==> src/rtl/timer_mode_controller.sv <==
// rtl/timer_mode_controller.sv - button conditioning and mode/sub-state sequencer (optional AUTO_RING_TIMEOUT_EN)
module timer_mode_controller #(
  parameter int DEBOUNCE_CYCLES     = 2,
  parameter int LONG_PRESS_CYCLES   = 200,
  parameter int FIELD_COUNT         = 6,
  parameter int RING_TIMEOUT_CYCLES = 6000
) (
  input  logic       clockSignal,
  input  logic       resetN,
  input  logic       splitOrReset,
  input  logic       modeInput,
  input  logic       startOrStop,
  input  logic       countdownDone,
  input  logic       alarmMatch,
  output logic [1:0] mode,
  output logic       runEnable,
  output logic       clearCount,
  output logic       lapHold,
  output logic       editActive,
  output logic [2:0] editIndex,
  output logic       editIncrement,
  output logic       editCommit,
  output logic       alarmArmed,
  output logic       ringSound
);

  localparam int DB_W = $clog2(DEBOUNCE_CYCLES + 1);
  localparam int LP_W = $clog2(LONG_PRESS_CYCLES + 1);
  localparam logic [2:0] LAST_FIELD = 3'(FIELD_COUNT - 1);

  localparam logic [1:0] M_TIMER     = 2'd0;
  localparam logic [1:0] M_STOPWATCH = 2'd1;
  localparam logic [1:0] M_ALARM     = 2'd3;

  typedef enum logic [1:0] {S_IDLE, S_RUN, S_PAUSED, S_EDIT} sub_state_t;
  sub_state_t state;

  // bit 0 = modeInput, bit 1 = startOrStop, bit 2 = splitOrReset
  logic [2:0] raw;
  logic [2:0] sync1, sync2, level, level_d, press;
  logic [DB_W-1:0] db_cnt [3];

  logic [LP_W-1:0] lp_cnt;
  logic lp_fired, split_long, split_short, split_rel;
  logic split_swallow;

  logic ring_evt, any_press, dismiss;
  logic ev_mode, ev_start, ev_short, ev_long;

  assign raw = {splitOrReset, startOrStop, modeInput};

  // Synchronise, debounce and edge-detect all three buttons.
  always_ff @(posedge clockSignal or negedge resetN) begin
    if (!resetN) begin
      sync1   <= '0;
      sync2   <= '0;
      level   <= '0;
      level_d <= '0;
      press   <= '0;
      for (int i = 0; i < 3; i++) db_cnt[i] <= '0;
    end else begin
      sync1   <= raw;
      sync2   <= sync1;
      level_d <= level;
      press   <= level & ~level_d;
      for (int i = 0; i < 3; i++) begin
        if (sync2[i] == level[i]) begin
          db_cnt[i] <= '0;
        end else if (db_cnt[i] == DB_W'(DEBOUNCE_CYCLES - 1)) begin
          level[i]  <= sync2[i];
          db_cnt[i] <= '0;
        end else begin
          db_cnt[i] <= db_cnt[i] + 1'b1;
        end
      end
    end
  end

  // Split hold timer: one long event per hold, short event on release only if no long fired.
  always_ff @(posedge clockSignal or negedge resetN) begin
    if (!resetN) begin
      lp_cnt      <= '0;
      lp_fired    <= 1'b0;
      split_long  <= 1'b0;
      split_short <= 1'b0;
      split_rel   <= 1'b0;
    end else begin
      split_long  <= 1'b0;
      split_short <= 1'b0;
      split_rel   <= 1'b0;
      if (level[2]) begin
        if (!lp_fired) begin
          if (lp_cnt == LP_W'(LONG_PRESS_CYCLES - 1)) begin
            split_long <= 1'b1;
            lp_fired   <= 1'b1;
          end else begin
            lp_cnt <= lp_cnt + 1'b1;
          end
        end
      end else begin
        lp_cnt   <= '0;
        lp_fired <= 1'b0;
        if (level_d[2]) begin
          split_rel   <= 1'b1;
          split_short <= ~lp_fired;
        end
      end
    end
  end

  assign ring_evt  = (countdownDone && mode == M_TIMER && state == S_RUN) ||
                     (alarmMatch && alarmArmed);
  assign any_press = |press;
  // A press that silences the ring does nothing else, unless a new ring arrives alongside it.
  assign dismiss   = ringSound && any_press && !ring_evt;
  assign ev_mode   = press[0] && !dismiss;
  assign ev_start  = press[1] && !dismiss && !press[0];
  assign ev_short  = split_short && !dismiss && !press[0] && !press[1] && !split_swallow;
  assign ev_long   = split_long  && !dismiss && !press[0] && !press[1] && !split_swallow;

  assign runEnable  = (state == S_RUN);
  assign editActive = (state == S_EDIT);

`ifdef AUTO_RING_TIMEOUT_EN
  logic [$clog2(RING_TIMEOUT_CYCLES+1)-1:0] ring_cnt;
`else
  logic unused_ring_timeout;
  assign unused_ring_timeout = (RING_TIMEOUT_CYCLES != 0);
`endif

  // Mode and sub-state sequencer with ring ownership and one-cycle control pulses.
  always_ff @(posedge clockSignal or negedge resetN) begin
    if (!resetN) begin
      state         <= S_IDLE;
      mode          <= M_TIMER;
      lapHold       <= 1'b0;
      editIndex     <= '0;
      clearCount    <= 1'b0;
      editIncrement <= 1'b0;
      editCommit    <= 1'b0;
      alarmArmed    <= 1'b0;
      ringSound     <= 1'b0;
      split_swallow <= 1'b0;
`ifdef AUTO_RING_TIMEOUT_EN
      ring_cnt      <= '0;
`endif
    end else begin
      clearCount    <= 1'b0;
      editIncrement <= 1'b0;
      editCommit    <= 1'b0;

      if (split_rel) split_swallow <= 1'b0;
      if (dismiss) begin
        ringSound <= 1'b0;
        if (press[2]) split_swallow <= 1'b1;
      end

      if (ev_mode) begin
        if (state == S_EDIT) begin
          editCommit <= 1'b1;
        end else begin
          mode    <= mode + 2'd1;
          lapHold <= 1'b0;
        end
        state <= S_IDLE;
      end else if (ev_start) begin
        case (state)
          S_EDIT:   editIncrement <= 1'b1;
          S_RUN:    state <= S_PAUSED;
          S_PAUSED: state <= S_RUN;
          default: begin
            if (mode == M_TIMER || mode == M_STOPWATCH) state <= S_RUN;
            else if (mode == M_ALARM) alarmArmed <= ~alarmArmed;
          end
        endcase
      end else if (ev_short) begin
        case (state)
          S_EDIT:   editIndex <= (editIndex == LAST_FIELD) ? 3'd0 : editIndex + 3'd1;
          S_RUN:    if (mode == M_STOPWATCH) lapHold <= ~lapHold;
          S_PAUSED: begin
            clearCount <= 1'b1;
            lapHold    <= 1'b0;
            state      <= S_IDLE;
          end
          default: ;
        endcase
      end else if (ev_long) begin
        if (state == S_EDIT) begin
          state <= S_IDLE;
        end else if (state == S_IDLE && mode != M_STOPWATCH) begin
          state     <= S_EDIT;
          editIndex <= '0;
        end
      end

      if (countdownDone && mode == M_TIMER && state == S_RUN) state <= S_IDLE;

`ifdef AUTO_RING_TIMEOUT_EN
      if (ring_evt) begin
        ring_cnt <= '0;
      end else if (ringSound) begin
        if (ring_cnt == $bits(ring_cnt)'(RING_TIMEOUT_CYCLES - 1)) ringSound <= 1'b0;
        else ring_cnt <= ring_cnt + 1'b1;
      end
`endif

      if (ring_evt) ringSound <= 1'b1;
    end
  end

endmodule
==> config.mk <==
export PLATFORM = sky130hd
export DESIGN_NAME = timer_mode_controller
export DESIGN_NICKNAME = d
export VERILOG_FILES = /design/src/rtl/timer_mode_controller.sv
export SDC_FILE = /design/constraint.sdc
export NUM_CORES = 1
export LEC_CHECK = 0
export CAP_MARGIN = 20
export CORE_ASPECT_RATIO = 1.75
export CORE_UTILIZATION = 56
export CTS_BUF_LIST = sky130_fd_sc_hd__clkbuf_8 sky130_fd_sc_hd__clkbuf_16
export CTS_CLUSTER_SIZE = 16
export DETAILED_ROUTE_END_ITERATION = 8
export PLACE_DENSITY = 0.87
export SYNTH_ARGS = -nofsm -noshare
export SYNTH_HDL_FRONTEND = slang
export SYNTH_SLANG_ARGS = --single-unit
==> constraint.sdc <==
create_clock -name clockSignal -period 2.44 [get_ports clockSignal]
set_input_delay 0.61 -clock clockSignal [delete_from_list [all_inputs] [get_ports clockSignal]]
set_output_delay 0.61 -clock clockSignal [all_outputs]
set_load 0.005 [all_outputs]
==> flow_summary.toml <==
[placement]
place.gp.congestion = 0.846
dp_hpwl_mm = 2.87
placed_cell_area_sq_mm = 0.00235
io_buffers = 19
placed_cells = 243
place_ws_ns = 0.0546

[global_route]
grt_overflow_total = 0
grt_max_degree = 34
grtUsageTotal_pct = 22.6
grt_pass1_vias = 1518
grt_pass1_wl_mm = 6.74
antenna_found_initial = 0

[sta]
period_needed_ns = 2.34
worst_slew_pin_slew_ns = 0.542
setup_tns_ns = 0
finalSetupViolCount = 0
whs_ns = 0.188
max_freq_ghz = 0.428
hold_viol_final = 0
drv_slew = 0
rsz0062_at_grt = "no"
finClkSkew_ns = 0.00840
fin_crit_sh_pct = 95.9
slew_headroom_pct = 63.8
timing.final.ws_setup_ns = 0.101

[layout]
seqCellArea_sq_mm = 0.00118
final_common_cell = "dfrtp_1"
final_core_util_pct = 67.4
final_cell_mix = "47 x dfrtp_1, 18 x clkdlybuf4s50_1, 12 x nor2b_1"
multi_input_area_sq_um = 883
final_area_sq_mm = 0.00245
final_layout_size_suffix_gt1_share_pct = 14.1
fillers = 273
n_antenna_cell = 0
final_cells = 251
nNetsFinal = 215
areaGrowthSynthToFinish_pct = 15.4

[floorplanning]
ios = 20
core_sq_mm = 0.00363
dieArea_sq_mm = 0.00405
start_util_pct = 58.4
fp.dieW_microns = 48.5
fp.dieH_microns = 83.4
rows = 29

[setup_path]
endpoint_kind = "output port"
critPathLaunchType = "flip-flop"
crit_slowest_cell = "dfrtp_1"
worst-path-stages = 3
critPathMaxFanout = 10
cpPeakStageDelay_ns = 0.56
crit_path_end = "editActive"
r2r_cells = 8
critPathRequiredTime_ns = 1.83
crit_arrival_ns = 1.73
rrSetupSlack_ns = 0.27
rr_endpoint = "state[1]"
crit_type = "flip-flop to output port"
timing.critical_path.from = "state[1]"
critPathBufInv = 2
r2r_start = "mode[0]"
crit_chain = "nand2_4 -> inv_1 -> clkdlybuf4s50_1"
critical_path.top_delay_family = "buffers and inverters"

[synth]
synth-edff-count = 0
ys_types = 42
yosysWarnings = 0
synth_area_leader_cell = "dfrtp_1"
synth_flop_cell = "dfrtp_1"
synth.top_cell.area_share_pct = 55.5
postSynthNetCount = 190
synth_area_sq_mm = 0.00212
synth.avg_cell_area_sq_um = 11.8
yosys_register_bits = 47
yosysSeqAreaShare_pct = 55.5
syn_inst = 179
ys_top_cells_by_area = "dfrtp_1 55%, xnor2_1 4.1%, nor2b_1 3.5%"
async_flop_share_pct = 100

[clock_network]
cts_setup_buffers = 0
ctsResizeCount = 0
cts_tree = "done"
clk-insertion-delay-late_ns = 0.30
clockBufferDepth = 2
cts_root_buffer = "clkbuf_8"
postCtsHoldBufs = 0
htreeDepth = 2
path_clk_slew_ns = 0.09
clkSinkCount = 47
cts_made_buffers = 5

[pwr]
p_leak_nw = 1.08
finalPower_mw = 2.89
p_per_area_mw_per_mm2 = 1180
peakVddDrop_uv = 653

[drt]
drc_errors = 0
wl_per_cell_microns = 15.1
ant_nets = 0
routed_via_density = 5.67
drtPass1Iterations = 4
drt_iter0_drc = 43
routed_wl_mm = 3.80
num_vias = 1423

[min_path]
hold_path_class = "input pin to async pin"

[run_status]
status = "complete, no violations"

[job]
maxCapViolations = 0
-- synthesized netlist by cell type, types with 2 or more instances --
master    number
nor3_2         2
xor2_1         2
o21ai_0        2
nand4b_1       3
ha_1           4
nor3_1        10
o31ai_1        2
nor2b_1       12
inv_1          6
mux2i_1        5
nor3b_1        2
nor2_1        11
xnor2_1       10
nand3_1        5
nand4_1        5
mux2_2         4
dfrtp_1       47
and2_1        10
a21oi_1        5
nand2_1        9
buf_6          2
-- sequential cells by signal, indices dropped and copies added (netlist names), 2 cells and up --
register,cells
lp_cnt,8
press,3
mode,2
db_cnt,6
state,2
level_d,3
editIndex,3
sync2,3
level,3
sync1,3
-- power breakdown --
| group | switching [mW] | internal (mW) |
|---|---|---|
| logic | 0.521 | 0.608 |
| registers | 0.283 | 1.01 |
| clock network | 0.263 | 0.205 |
-- cell families after synthesis --
| family | share of synthesized area, % |
|---|---|
| AO/OA/AOI/OAI | 6.37 |
| XOR/XNOR | 4.96 |
| adder cells (fa/ha/maj) | 2.36 |
| buffers and inverters | 2.89 |
| flip-flops | 55.5 |
| multiplexers | 5.19 |
| AND/OR/NAND/NOR | 22.8 |
-- final cells by class --
type,count,share of cell area [%]
Timing Repair Buffer,23,8.79
Clock buffer,5,2.81
Clock inverter,3,0.971
Multi-Input combinational cell,121,36.1
Tap cell,46,2.35
Sequential cell,47,48.1
Inverter,6,0.920
-- how the worst min path moves through the flow --
stage                     depth (start not counted)  slack [ns]    endpoint      from
after floorplan                                   0        0.31  alarmArmed    resetN
after global placement                            0        0.33    sync2[2]  sync1[2]
after detailed placement                          0        0.34    sync2[2]  sync1[2]
after CTS                                         1        0.19     mode[1]    resetN
after global routing                              1        0.20  level_d[1]    resetN
final                                             1        0.19  level_d[1]    resetN
-- routing by layer --
layer	share of wire (%)	vias up	wire, microns	global-route usage (%)
li1	-	664	-	-
met1	35	705	1330	22.2
met2	57	41	2180	41.4
met3	3.2	13	122	4.03
met4	4.3	0	164	15.5
met5	0	-	0	0
Note: power is estimated with default switching activity, not from simulation.
